$ cat src/rtl/cram_bitstream_loader_if.sv
// Bitstream word handshake between the host feeder and the CRAM loader.
interface cram_bitstream_loader_if #(
   parameter int WORD_WIDTH = 8
) ();
   logic [WORD_WIDTH-1:0] word_in;
   logic                  word_valid;
   logic                  word_ready;

   modport master (
      output word_in,
      output word_valid,
      input  word_ready
   );

   modport slave (
      input  word_in,
      input  word_valid,
      output word_ready
   );
endinterface

$ cat src/rtl/cram_bitstream_loader.sv
// Serializes bitstream words MSB-first into the CRAM shift chain and
// folds the bits returning from the chain tail into a parity.
module cram_bitstream_loader #(
   parameter int WORD_WIDTH   = 8,
   parameter int CHAIN_LENGTH = 1024,
   parameter int CNT_WIDTH    = $clog2(CHAIN_LENGTH + 1)
) (
   input  logic                 clk,
   input  logic                 rst,
   input  logic                 start,
   input  logic                 abort,
   cram_bitstream_loader_if.slave wif,
   output logic                 cfg_data,
   output logic                 cfg_en,
   input  logic                 cfg_data_ret,
   output logic                 busy,
   output logic                 done,
   output logic [CNT_WIDTH-1:0] bits_loaded,
   output logic                 prev_parity
);

   localparam int NBW = $clog2(WORD_WIDTH + 1);

   typedef enum logic [1:0] {
      S_IDLE,
      S_LOAD,
      S_SHIFT,
      S_DONE
   } state_t;

   state_t                state_q, state_d;
   logic [WORD_WIDTH-1:0] shift_q, shift_d;
   logic [NBW-1:0]        nbits_q, nbits_d;
   logic [CNT_WIDTH-1:0]  bits_q, bits_d;
   logic                  par_q, par_d;
   logic                  done_q, done_d;
   logic                  rdy_q, rdy_d;
   logic                  data_q, data_d;
   logic                  en_q, en_d;
   logic                  busy_q, busy_d;
   logic [31:0]           left;

   always_comb begin
      state_d = state_q;
      shift_d = shift_q;
      nbits_d = nbits_q;
      bits_d  = bits_q;
      par_d   = par_q;
      done_d  = done_q;
      // chain bits still to go; clips the final partial word
      left    = 32'(CHAIN_LENGTH) - 32'(bits_q);
      unique case (state_q)
         S_IDLE, S_DONE: begin
            if (start && !abort) begin
               state_d = S_LOAD;
               bits_d  = '0;
               par_d   = 1'b0;
               done_d  = 1'b0;
            end
         end
         S_LOAD: begin
            if (abort) begin
               state_d = S_IDLE;
            end else if (wif.word_valid) begin
               shift_d = wif.word_in;
               state_d = S_SHIFT;
               if (left < 32'(WORD_WIDTH)) begin
                  nbits_d = NBW'(left);
               end else begin
                  nbits_d = NBW'(WORD_WIDTH);
               end
            end
         end
         S_SHIFT: begin
            if (abort) begin
               state_d = S_IDLE;
            end else begin
               shift_d = shift_q << 1;
               nbits_d = nbits_q - NBW'(1);
               bits_d  = bits_q + CNT_WIDTH'(1);
               par_d   = par_q ^ cfg_data_ret;
               if (nbits_q == NBW'(1)) begin
                  if (bits_q == CNT_WIDTH'(CHAIN_LENGTH - 1)) begin
                     state_d = S_DONE;
                     done_d  = 1'b1;
                  end else begin
                     state_d = S_LOAD;
                  end
               end
            end
         end
         default: state_d = S_IDLE;
      endcase
      // outputs registered from the next state so they line up with it
      rdy_d  = (state_d == S_LOAD);
      en_d   = (state_d == S_SHIFT);
      busy_d = rdy_d || en_d;
      data_d = en_d && shift_d[WORD_WIDTH-1];
   end

   always_ff @(posedge clk or posedge rst) begin
      if (rst) begin
         state_q <= S_IDLE;
         shift_q <= '0;
         nbits_q <= '0;
         bits_q  <= '0;
         par_q   <= 1'b0;
         done_q  <= 1'b0;
         rdy_q   <= 1'b0;
         data_q  <= 1'b0;
         en_q    <= 1'b0;
         busy_q  <= 1'b0;
      end else begin
         state_q <= state_d;
         shift_q <= shift_d;
         nbits_q <= nbits_d;
         bits_q  <= bits_d;
         par_q   <= par_d;
         done_q  <= done_d;
         rdy_q   <= rdy_d;
         data_q  <= data_d;
         en_q    <= en_d;
         busy_q  <= busy_d;
      end
   end

   assign wif.word_ready = rdy_q;
   assign cfg_data       = data_q;
   assign cfg_en         = en_q;
   assign busy           = busy_q;
   assign done           = done_q;
   assign bits_loaded    = bits_q;
   assign prev_parity    = par_q;

endmodule

$ cat src/flat_wrapper.sv
// flat-port wrapper written by rule: the top's interface ports become plain ports
module cram_bitstream_loader_flat 
#(
   parameter int WORD_WIDTH   = 8,
   parameter int CHAIN_LENGTH = 1024,
   parameter int CNT_WIDTH    = $clog2(CHAIN_LENGTH + 1)
)
  (clk, rst, start, abort, cfg_data, cfg_en, cfg_data_ret, busy, done, bits_loaded, prev_parity, wif_word_in, wif_word_valid, wif_word_ready);
  cram_bitstream_loader_if #(.WORD_WIDTH(WORD_WIDTH)) wif_i ();
  input  logic clk;
  input  logic rst;
  input  logic start;
  input  logic abort;
  output logic cfg_data;
  output logic cfg_en;
  input  logic cfg_data_ret;
  output logic busy;
  output logic done;
  output logic [CNT_WIDTH-1:0] bits_loaded;
  output logic prev_parity;
  input wire logic [$bits(wif_i.word_in)-1:0] wif_word_in;
  input wire logic [$bits(wif_i.word_valid)-1:0] wif_word_valid;
  output wire logic [$bits(wif_i.word_ready)-1:0] wif_word_ready;
  assign wif_i.word_in = wif_word_in;
  assign wif_i.word_valid = wif_word_valid;
  assign wif_word_ready = wif_i.word_ready;
  cram_bitstream_loader #(.WORD_WIDTH(WORD_WIDTH), .CHAIN_LENGTH(CHAIN_LENGTH), .CNT_WIDTH(CNT_WIDTH)) u_core (.clk(clk), .rst(rst), .start(start), .abort(abort), .wif(wif_i), .cfg_data(cfg_data), .cfg_en(cfg_en), .cfg_data_ret(cfg_data_ret), .busy(busy), .done(done), .bits_loaded(bits_loaded), .prev_parity(prev_parity));
endmodule
$ cat config.mk
export PLATFORM = sky130hd
export DESIGN_NAME = cram_bitstream_loader_flat
export DESIGN_NICKNAME = d
export VERILOG_FILES = /design/src/rtl/cram_bitstream_loader_if.sv /design/src/rtl/cram_bitstream_loader.sv /design/src/flat_wrapper.sv
export SDC_FILE = /design/constraint.sdc
export NUM_CORES = 1
export LEC_CHECK = 0
export BUFFER_PORTS_ARGS = -buffer_cell sky130_fd_sc_hd__buf_2
export CAP_MARGIN = 20
export CORE_ASPECT_RATIO = 1.5
export CORE_MARGIN = 2
export CORE_UTILIZATION = 60
export DETAILED_ROUTE_END_ITERATION = 8
export GPL_ROUTABILITY_DRIVEN = 0
export PLACE_DENSITY = 0.89
export SKIP_CTS_REPAIR_TIMING = 1
export SLEW_MARGIN = 0
export SYNTH_ARGS = -nofsm -noshare
export SYNTH_HDL_FRONTEND = slang
export SYNTH_SLANG_ARGS = --single-unit
$ cat constraint.sdc
create_clock -name clk -period 4.9 [get_ports clk]
set_input_delay 0.245 -clock clk [delete_from_list [all_inputs] [get_ports clk]]
set_output_delay 0.245 -clock clk [all_outputs]
set_load 0.01 [all_outputs]
==> impl_metrics.ini, run 1 <==
[critical_path]
critical_path_cell_with_the_highest_stage_delay = sky130_fd_sc_hd__or2_0
reg2reg_depth = 6
critical_path.startpoint_type = register
sort_of_element_at_the_end_of_the_critical_path = register
r2r-end = u_core.nbits_q[0]$_DFFE_PP0P_
crit_top_cell = sky130_fd_sc_hd__mux2i_1
critical_path_required_ps = 5060
critical-path-max-stage-delay_ps = 770
regToRegStartpoint = u_core.state_q[1]$_DFF_PP0_
cp_data_arrival_time_ps = 2620
path_delay_family = simple AND/OR/NAND/NOR gates
critPathBufInv = 1
timing.setup.critical_path_class = register to register
timing.critical_path.fanout_max = 18
reg2reg_setup_slack_ps = 2440
crit_chain = inv_1 -> ha_1 -> mux2i_1 -> or2_0 -> mux2i_1 -> o41ai_2

[pwr]
p_leak_uw = 0.0009859
ir_worst_vdd_v = 0.0002779
p_per_area_nw_per_um2 = 421.9

[flow_run]
timing.max_cap.violations = 0

[global_route]
total_track_usage = 0.2490
first_pass_grt_wire_length_um = 6831
grt_max_degree = 32
antenna_found_initial = 0
first_global_vias = 1600
globalRoute.totalOverflow = 0

[cts]
numCtsBuffers = 5
ctsHtreeMaxLevel = 2
cts_tree = yes
cts_clk_pin_slew_worst_paths_ps = 60
cts_max_path_buffers = 2
clock_insertion_delay_worst_skew_ps = 290
cts_root_buffer = sky130_fd_sc_hd__clkbuf_8
numClockSinks = 31

[route]
drc_errors_left = 0
drt.antenna.violating_nets = 0
detail_route.wl_per_cell_um = 15.03
vias = 1593
initialDrtViolationCount = 37
drt-pass1-iter-count = 4
route.final.wire_length_um = 3997
vias_per_cell = 5.989

[floorplanning]
ios = 31
start_util = 0.6356
floorplan.core_area_sq_um = 2943
die_w_um = 49.59
fp-row-count = 24
die_height_um = 72.39
fp.dieArea_sq_um = 3590

[timing]
count_of_final_max_slew_check_failures = 0
hold_slack_ps = 29.72
final.min_clock_period_ps = 2457
worst_pin_slew_ps = 943.3
min_period_over_period = 0.5014
unrepaired_setup_endpoints_after_global_routing = false
maxClockFrequency_mhz = 407.0
timing.setup.tns_ps = 0
finalSetupViolations = 0
max_slew_margin = 0.3711
final_hold_viol_count = 0
post-route-worst-setup-slack_ps = 2443
clock_tree_skew_after_final_layout_ps = 5.560

[place]
detailed_place.area_sq_um = 2028
numPortBuffers = 30
dpl_worst_slack_ps = 2463
hpwl_um = 2864

[worst_hold_path]
holdCritPathClass = input pin to asynchronous set/reset pin

[logic_synthesis]
ys.warnings.count = 0
count_of_flip_flops_with_a_built_in_enable_after_synthesis = 0
ys_seq_elements = 31
ys_top_cells_by_area = sky130_fd_sc_hd__dfrtp_1, sky130_fd_sc_hd__ha_1, sky130_fd_sc_hd__nand2_1, sky130_fd_sc_hd__a22oi_1, sky130_fd_sc_hd__o21ai_0
synth_cell_types = 43
synth_seq_area_share = 0.4147
avgSynthCellArea_sq_um = 9.353
synthesis.nets = 222
syn_area_sq_um = 1871
synthArstFlopShare = 1.000
synth.top_cell.area_share = 0.4147
synthCells = 200
synth.largest_area_cell = sky130_fd_sc_hd__dfrtp_1
ys.flop_type = sky130_fd_sc_hd__dfrtp_1

[run_status]
run_status = complete, no violations

[final_layout]
nets = 248
flow.area_growth_from_synthesis_pct = 13.78
layout-drive-gt1-share = 0.2335
antenna-diode-count = 0
design_area_sq_um = 2128
postLayoutCoreUtil = 0.7232
==> per-layer routing <==
layer,wire (um),part of all wire,vias up,GRT usage
met5,0,0,-,0
met4,103,0.026,0,0.1451
met3,136,0.034,10,0.05556
met2,2197,0.55,33,0.4519
met1,1560,0.39,769,0.2588
li1,-,-,781,-
==> flip-flops by register name, summed over array words and instances, names as in the netlist <==
| name | cells |
|---|---|
| u_core.cfg_data | 1 |
| u_core.wif.word_ready | 1 |
| u_core.done | 1 |
| u_core.shift_q | 8 |
| u_core.prev_parity | 1 |
| u_core.busy | 1 |
| u_core.nbits_q | 4 |
| u_core.bits_loaded | 11 |
| u_core.state_q | 2 |
| u_core.cfg_en | 1 |
==> per-stage QoR <==
| stage | power [uW] | cells |
|---|---|---|
| 2_1_floorplan | 598.2 | 200 |
| 6_report | 897.9 | 266 |
| 3_5_place_dp | 678.9 | 258 |
| 4_1_cts | 904.1 | 266 |
| 3_3_place_gp | 661.3 | 258 |
| 5_1_grt | 955.3 | 266 |
==> power breakdown <==
part           internal (uW)  switching [uW]  leakage [uW]
clock                    128            93.2     0.0000515
sequential               306            38.9      0.000419
combinational            129             203      0.000515
==> placed cells by master, fill, tap and decap left out, types with 2 or more instances in the layout <==
cell / count
sky130_fd_sc_hd__a21o_1: 2
sky130_fd_sc_hd__a21oi_1: 4
sky130_fd_sc_hd__a22o_1: 6
sky130_fd_sc_hd__a22oi_1: 9
sky130_fd_sc_hd__a31oi_1: 4
sky130_fd_sc_hd__buf_2: 30
sky130_fd_sc_hd__buf_4: 2
sky130_fd_sc_hd__clkbuf_8: 7
sky130_fd_sc_hd__dfrtp_1: 31
sky130_fd_sc_hd__ha_1: 8
sky130_fd_sc_hd__inv_1: 11
sky130_fd_sc_hd__mux2_2: 4
sky130_fd_sc_hd__mux2i_1: 4
sky130_fd_sc_hd__nand2_1: 21
sky130_fd_sc_hd__nand2b_1: 6
sky130_fd_sc_hd__nand3_1: 4
sky130_fd_sc_hd__nor2_1: 9
sky130_fd_sc_hd__nor2b_1: 5
sky130_fd_sc_hd__nor3_1: 4
sky130_fd_sc_hd__nor4_1: 6
sky130_fd_sc_hd__o21ai_0: 13
sky130_fd_sc_hd__o31a_1: 2
sky130_fd_sc_hd__o31ai_1: 8
sky130_fd_sc_hd__o41ai_2: 3
sky130_fd_sc_hd__or2_2: 3
sky130_fd_sc_hd__or3_1: 2
sky130_fd_sc_hd__or3b_2: 2
==> worst min-delay path, cell delays in order <==
cell	delay (ps)
sky130_fd_sc_hd__buf_2	90
sky130_fd_sc_hd__inv_1	40
sky130_fd_sc_hd__buf_4	350
==> how the worst max path moves through the flow <==
stage,start,end,slack [ps],depth (start not counted)
finish,u_core.state_q[1]$_DFF_PP0_,u_core.nbits_q[0]$_DFFE_PP0P_,2440,6
global route,u_core.state_q[1]$_DFF_PP0_,u_core.nbits_q[3]$_DFFE_PP0P_,2320,6
CTS,u_core.state_q[1]$_DFF_PP0_,u_core.nbits_q[3]$_DFFE_PP0P_,2460,6
detailed placement,u_core.state_q[1]$_DFF_PP0_,u_core.nbits_q[3]$_DFFE_PP0P_,2460,6
global placement,u_core.state_q[0]$_DFF_PP0_,u_core.nbits_q[3]$_DFFE_PP0P_,2560,5
floorplan,u_core.state_q[0]$_DFF_PP0_,u_core.nbits_q[3]$_DFFE_PP0P_,2900,6
==> cell families after synthesis <==
| kind of cell | share of synthesized area |
|---|---|
| AOI/OAI and AO/OA | 0.2294 |
| xor gates and xnor gates | 0.004683 |
| adders and majority gates | 0.05351 |
| buffers and inverters | 0.05217 |
| DFF | 0.4147 |
| muxes | 0.04548 |
| and+or+nand+nor | 0.2000 |
==> final cells by class <==
| type | count | area [sq um] |
|---|---|---|
| Sequential cell | 31 | 775.7 |
| Inverter | 11 | 41.29 |
| Fill cell | 250 | 814.5 |
| Clock buffer | 8 | 100.1 |
| Timing Repair Buffer | 32 | 165.2 |
| Tap cell | 39 | 48.80 |
| Multi-Input combinational cell | 145 | 997.2 |
==> synthesized netlist by cell type (2+ instances only) <==
cell	n
sky130_fd_sc_hd__a21o_1	2
sky130_fd_sc_hd__a21oi_1	4
sky130_fd_sc_hd__a22o_1	6
sky130_fd_sc_hd__a22oi_1	9
sky130_fd_sc_hd__a31oi_1	4
sky130_fd_sc_hd__clkbuf_1	11
sky130_fd_sc_hd__dfrtp_1	31
sky130_fd_sc_hd__ha_1	8
sky130_fd_sc_hd__inv_1	11
sky130_fd_sc_hd__mux2_2	4
sky130_fd_sc_hd__mux2i_1	4
sky130_fd_sc_hd__nand2_1	21
sky130_fd_sc_hd__nand2b_1	6
sky130_fd_sc_hd__nand3_1	4
sky130_fd_sc_hd__nor2_1	9
sky130_fd_sc_hd__nor2b_1	5
sky130_fd_sc_hd__nor3_1	4
sky130_fd_sc_hd__nor4_1	6
sky130_fd_sc_hd__o21ai_0	13
sky130_fd_sc_hd__o31a_1	2
sky130_fd_sc_hd__o31ai_1	8
sky130_fd_sc_hd__o41ai_2	3
sky130_fd_sc_hd__or2_2	3
sky130_fd_sc_hd__or3_1	2
sky130_fd_sc_hd__or3b_2	2
(Power assumes the default switching activity.)
==> run 2: changes to the inputs <==
- ABC_AREA: default -> 1
- CORE_UTILIZATION: 60 -> 57
- PLACE_DENSITY: 0.89 -> 0.85
- clock period: 4.9 -> 2.37 ns (I/O delays scaled with it)
==> run 2 against run 1 <==
Against the previous run:
- clock skew increased by 6.2 ps
- cell count increased by 34%
- register-to-register slack got worse by 2200 ps
- critical path depth increased by 5
- sequential power increased by 110%
- sequential cell count unchanged
- via count increased by 23%
- area after synthesis increased by 9.5%
- critical endpoint is now u_core.cfg_data$_DFF_PP0_
- largest cell class unchanged
- largest power group is now combinational cells
- highest routed layer unchanged
==> impl_metrics.ini, run 2 <==
[run_status]
run_status = complete, no violations

[critical_path]
critical_path_required_ps = 2570
critical_path.startpoint_type = register
sort_of_element_at_the_end_of_the_critical_path = register
critical-path-max-stage-delay_ps = 480
regToRegStartpoint = u_core.bits_loaded[0]$_DFFE_PP0P_
r2r-end = u_core.cfg_data$_DFF_PP0_
cp_data_arrival_time_ps = 2330
reg2reg_depth = 11
reg2reg_setup_slack_ps = 240
crit_top_cell = sky130_fd_sc_hd__nand2_1
timing.critical_path.fanout_max = 6
timing.setup.critical_path_class = register to register
critical_path_cell_with_the_highest_stage_delay = sky130_fd_sc_hd__dfrtp_1
crit_chain = ha_1 -> nand3_1 -> nor2_1 -> nand2_1 -> nor3_1 -> o21ai_0 -> nand2_1 -> nand2_1 -> o21ai_0 -> ha_1 -> a21boi_0

[flow_run]
timing.max_cap.violations = 0

[cts]
ctsHtreeMaxLevel = 2
numClockSinks = 31
numCtsBuffers = 5
cts_tree = yes
cts_clk_pin_slew_worst_paths_ps = 70
cts_max_path_buffers = 2
clock_insertion_delay_worst_skew_ps = 290
cts_root_buffer = sky130_fd_sc_hd__clkbuf_8

[pwr]
ir_worst_vdd_v = 0.0006585
p_per_area_nw_per_um2 = 976.0
p_leak_uw = 0.001215

[logic_synthesis]
synth.top_cell.area_share = 0.3787
synthesis.nets = 301
synthCells = 279
synth_top_cells_by_count = sky130_fd_sc_hd__nand2_1, sky130_fd_sc_hd__inv_1, sky130_fd_sc_hd__dfrtp_1
count_of_flip_flops_with_a_built_in_enable_after_synthesis = 0
ys.flop_type = sky130_fd_sc_hd__dfrtp_1
synth_cell_types = 33
synth_seq_area_share = 0.3787
synthArstFlopShare = 1.000
avgSynthCellArea_sq_um = 7.341
syn_area_sq_um = 2048
ys_seq_elements = 31
synth.largest_area_cell = sky130_fd_sc_hd__dfrtp_1
synth_most_common_cell = sky130_fd_sc_hd__nand2_1
ys_top_cells_by_area = sky130_fd_sc_hd__dfrtp_1, sky130_fd_sc_hd__nand2_1, sky130_fd_sc_hd__nand3_1, sky130_fd_sc_hd__inv_1, sky130_fd_sc_hd__o21ai_0
ys.warnings.count = 0

[final_layout]
layout-drive-gt1-share = 0.2389
design_area_sq_um = 2345
num-fill-cells = 304
layout.cells.most_common_list = sky130_fd_sc_hd__nand2_1, sky130_fd_sc_hd__inv_1, sky130_fd_sc_hd__dfrtp_1
antenna-diode-count = 0
nets = 335
mostFrequentLayoutCell = sky130_fd_sc_hd__nand2_1
flow.area_growth_from_synthesis_pct = 14.48
largest_reg_flops = 11

[timing]
count_of_final_max_slew_check_failures = 0
maxClockFrequency_mhz = 470.1
finalSetupViolations = 0
clock_tree_skew_after_final_layout_ps = 11.78
timing.setup.tns_ps = 0
worst_pin_slew_ps = 392.3
post-route-worst-setup-slack_ps = 242.9
max_slew_margin = 0.7384
hold_slack_ps = 121.0
unrepaired_setup_endpoints_after_global_routing = false
final_hold_viol_count = 0
min_period_over_period = 0.8975
final.min_clock_period_ps = 2127

[worst_hold_path]
hold_path_startpoint = wif_word_in[0]
min_delay_path_depth = 3
holdCritPathClass = input pin to register
holdPathEnd = u_core.shift_q[0]$_DFFE_PP0P_

[global_route]
globalRoute.totalOverflow = 0
grt_max_degree = 32
first_pass_grt_wire_length_um = 7831
antenna_found_initial = 0
first_global_vias = 1825
total_track_usage = 0.2540

[route]
vias = 1962
vias_per_cell = 5.511
initialDrtViolationCount = 67
detail_route.wl_per_cell_um = 13.11
route.final.wire_length_um = 4666
drc_errors_left = 0
drt.antenna.violating_nets = 0
drt-pass1-iter-count = 6

[floorplanning]
ios = 31
floorplan.core_area_sq_um = 3416
die_height_um = 77.42
start_util = 0.5996
die_w_um = 52.95
fp.dieArea_sq_um = 4099
fp-row-count = 26

[place]
dpl_worst_slack_ps = 280.0
detailed_place.area_sq_um = 2231
hpwl_um = 3505
numPortBuffers = 30
==> run 2: changes by cell type after synthesis, sizes merged, moves of 10 or more <==
cell	before	now
nand2	21	60
clkbuf	11	1
nor2	9	40
o21ai	13	27
nand3	4	28
inv	11	42
==> run 2: layout make-up <==
class                   count  area [sq um]  share of cell area
clock buffers               7         96.34             0.04109
clock inverters             1         7.507            0.003202
inverters                  42         157.7             0.06724
multi-input cells         199          1072              0.4573
flip-flops and latches     31         775.7              0.3308
well taps                  42         52.55             0.02241
repair buffers             34         182.7             0.07791
==> run 2: stage by stage <==
| stage | utilization | power, uW | std cells |
|---|---|---|---|
| after detailed placement | 0.6531 | 1826 | 347 |
| after global routing | 0.6864 | 2478 | 356 |
| after global placement | 0.6531 | 1782 | 347 |
| after floorplan | - | 1567 | 279 |
| after CTS | 0.6835 | 2294 | 355 |
| final | 0.6864 | 2288 | 356 |
==> run 2: cells by family after synthesis <==
logic type,after synthesis,share of synthesized area
AND/OR/NAND/NOR,145,0.3500
adder cells (fa/ha/maj),8,0.04887
XOR/XNOR,1,0.004277
AO/OA/AOI/OAI,45,0.1203
flip-flops,31,0.3787
buffers and inverters,49,0.09774
==> run 2: how the worst max path moves through the flow <==
stage | slack, ps | cells past startpoint | endpoint | startpoint
3_3_place_gp | 360 | 12 | u_core.cfg_data$_DFF_PP0_ | u_core.nbits_q[1]$_DFFE_PP0P_
6_report | 240 | 11 | u_core.cfg_data$_DFF_PP0_ | u_core.bits_loaded[0]$_DFFE_PP0P_
2_1_floorplan | 560 | 11 | u_core.cfg_data$_DFF_PP0_ | u_core.state_q[1]$_DFF_PP0_
3_5_place_dp | 280 | 11 | u_core.cfg_data$_DFF_PP0_ | u_core.bits_loaded[1]$_DFFE_PP0P_
4_1_cts | 250 | 11 | u_core.cfg_data$_DFF_PP0_ | u_core.bits_loaded[1]$_DFFE_PP0P_
5_1_grt | 30 | 12 | u_core.cfg_data$_DFF_PP0_ | u_core.nbits_q[1]$_DFFE_PP0P_
==> run 2: power by group <==
part	switching (uW)	internal, uW
registers	79.3	657
logic	736	351
clock network	202	264
==> run 2: routing by layer <==
layer | GRT usage | up-vias | wire, um
li1 | - | 966 | -
met1 | 0.2978 | 932 | 1822
met2 | 0.4463 | 52 | 2553
met3 | 0.04231 | 12 | 182
met4 | 0.09744 | 0 | 108
met5 | 0 | - | 0
==> run 2: worst max-delay path: cells and delay by family (launching register included) <==
family                     cells  cell delay, ps
DFF                            1             480
adders and majority gates      2             450
AOI/OAI and AO/OA              3             420
and+or+nand+nor                6             690
==> run 3: changes to the inputs <==
- SETUP_SLACK_MARGIN: default -> 0.5
==> run 3 against run 2 <==
Against the previous run:
- hold slack improved by 4.2 ps
- register-to-register slack gained 150 ps
- total power is 14% higher
- clock-buffer cell count unchanged
- design area grew 8.5%
- cell count is 3.7% higher
- utilization up 5.9 points
- critical endpoint is now u_core.busy$_DFF_PP0_
- highest routed layer unchanged
==> impl_metrics.ini, run 3 (synthesis results as in run 2) <==
[route]
vias_per_cell = 5.837
route.final.wire_length_um = 5611
detail_route.wl_per_cell_um = 15.21
drc_errors_left = 0
initialDrtViolationCount = 113
drt.antenna.violating_nets = 0
drt-pass1-iter-count = 5
vias = 2154

[timing]
final.min_clock_period_ps = 1981
finalSetupViolations = 0
count_of_final_max_slew_check_failures = 0
timing.setup.tns_ps = 0
clock_tree_skew_after_final_layout_ps = 13.14
worst_pin_slew_ps = 393.7
max_slew_margin = 0.7375
unrepaired_setup_endpoints_after_global_routing = true
min_period_over_period = 0.8358
maxClockFrequency_mhz = 504.9
final_hold_viol_count = 0

[worst_hold_path]
holdCritPathClass = input pin to register
min_delay_path_depth = 3
holdPathEnd = u_core.shift_q[0]$_DFFE_PP0P_
hold_path_startpoint = wif_word_in[0]

[pwr]
ir_worst_vdd_v = 0.0008375
p_leak_uw = 0.001279
total_power_uw = 2598
p_per_area_nw_per_um2 = 1021

[critical_path]
reg2reg_setup_slack_ps = 390
timing.setup.critical_path_class = register to register
sort_of_element_at_the_end_of_the_critical_path = register
reg2reg_depth = 10
critical_path_required_ps = 2540
timing.critical_path.fanout_max = 4
regToRegStartpoint = u_core.state_q[1]$_DFF_PP0_
r2r-end = u_core.busy$_DFF_PP0_
cp_data_arrival_time_ps = 2160
critical_path.startpoint_type = register

[final_layout]
layout-drive-gt1-share = 0.3211
multi_input_area_sq_um = 1159
largest_reg_flops = 11
layout.cells.most_common_list = sky130_fd_sc_hd__nand2_1, sky130_fd_sc_hd__inv_1, sky130_fd_sc_hd__buf_2
final-instance-count-excl-fill = 369
antenna-diode-count = 0
regArea_sq_um = 778.2
num-fill-cells = 259
mostFrequentLayoutCell = sky130_fd_sc_hd__nand2_1
flow.area_growth_from_synthesis_pct = 24.25
nets = 348

[floorplanning]
start_util = 0.5996
fp-row-count = 26
die_height_um = 77.42
fp.dieArea_sq_um = 4099
floorplan.core_area_sq_um = 3416
ios = 31
die_w_um = 52.95

[run_status]
run_status = complete, no violations

[global_route]
total_track_usage = 0.2540
antenna_found_initial = 0
first_pass_grt_wire_length_um = 7831
grt_max_degree = 32
globalRoute.totalOverflow = 0
first_global_vias = 1825

[cts]
numClockSinks = 31
cts_root_buffer = sky130_fd_sc_hd__clkbuf_8
cts_tree = yes
ctsHtreeMaxLevel = 2
cts_max_path_buffers = 2
cts_clk_pin_slew_worst_paths_ps = 70
numCtsBuffers = 5
clock_insertion_delay_worst_skew_ps = 290

[place]
numPortBuffers = 30
hpwl_um = 3505
place.detailed.instances = 347

[flow_run]
timing.max_cap.violations = 0
## run 3: area by class of cell
cell class | count | area share
multi-input combinational | 199 | 0.4553
inverter | 42 | 0.06588
clock inverter | 1 | 0.002950
timing repair buffer | 47 | 0.1116
tap | 42 | 0.02065
clock buffer | 7 | 0.03786
sequential | 31 | 0.3058
## run 3: critical path: stages, from the launching register on
cell	delay (ps)
sky130_fd_sc_hd__dfrtp_1	410
sky130_fd_sc_hd__inv_2	100
sky130_fd_sc_hd__ha_2	190
sky130_fd_sc_hd__inv_1	60
sky130_fd_sc_hd__or2_4	240
sky130_fd_sc_hd__o21ai_1	180
sky130_fd_sc_hd__o211ai_1	110
sky130_fd_sc_hd__nand2_1	160
sky130_fd_sc_hd__inv_1	70
sky130_fd_sc_hd__ha_2	310
sky130_fd_sc_hd__inv_1	50
## run 3: worst max-delay path by stage
stage | start | to | slack [ps] | cells after the start
final | u_core.state_q[1]$_DFF_PP0_ | u_core.busy$_DFF_PP0_ | 390 | 10
after global routing | u_core.state_q[1]$_DFF_PP0_ | u_core.bits_loaded[3]$_DFFE_PP0P_ | 240 | 9
after CTS | u_core.bits_loaded[1]$_DFFE_PP0P_ | u_core.cfg_data$_DFF_PP0_ | 250 | 11
after detailed placement | u_core.bits_loaded[1]$_DFFE_PP0P_ | u_core.cfg_data$_DFF_PP0_ | 280 | 11
after global placement | u_core.nbits_q[1]$_DFFE_PP0P_ | u_core.cfg_data$_DFF_PP0_ | 360 | 12
after floorplan | u_core.state_q[1]$_DFF_PP0_ | u_core.cfg_data$_DFF_PP0_ | 560 | 11
## run 3: routing by layer
metal / track usage / vias up / wire length [um] / share of wire
met2: 0.4463 / 121 / 3072 / 0.55
met1: 0.2978 / 1004 / 1944 / 0.35
met5: 0 / - / 0 / 0
met4: 0.09744 / 0 / 251 / 0.045
met3: 0.04231 / 31 / 343 / 0.061
li1: - / 998 / - / -
## run 3: metrics by stage
step	setup slack (ps)	instance area (sq um)	utilization	hold WS, ps
3_5_place_dp	280.0	2231	0.6531	219.9
4_1_cts	251.8	2335	0.6835	-85.74
6_report	389.2	2545	0.7451	125.1
2_1_floorplan	559.1	2048	-	222.0
5_1_grt	244.2	2545	0.7451	129.0
3_3_place_gp	362.2	2231	0.6531	207.3
## run 3: where the power goes
part | internal (uW) | switching, uW
logic | 497 | 872
clock network | 264 | 207
registers | 658 | 99.4
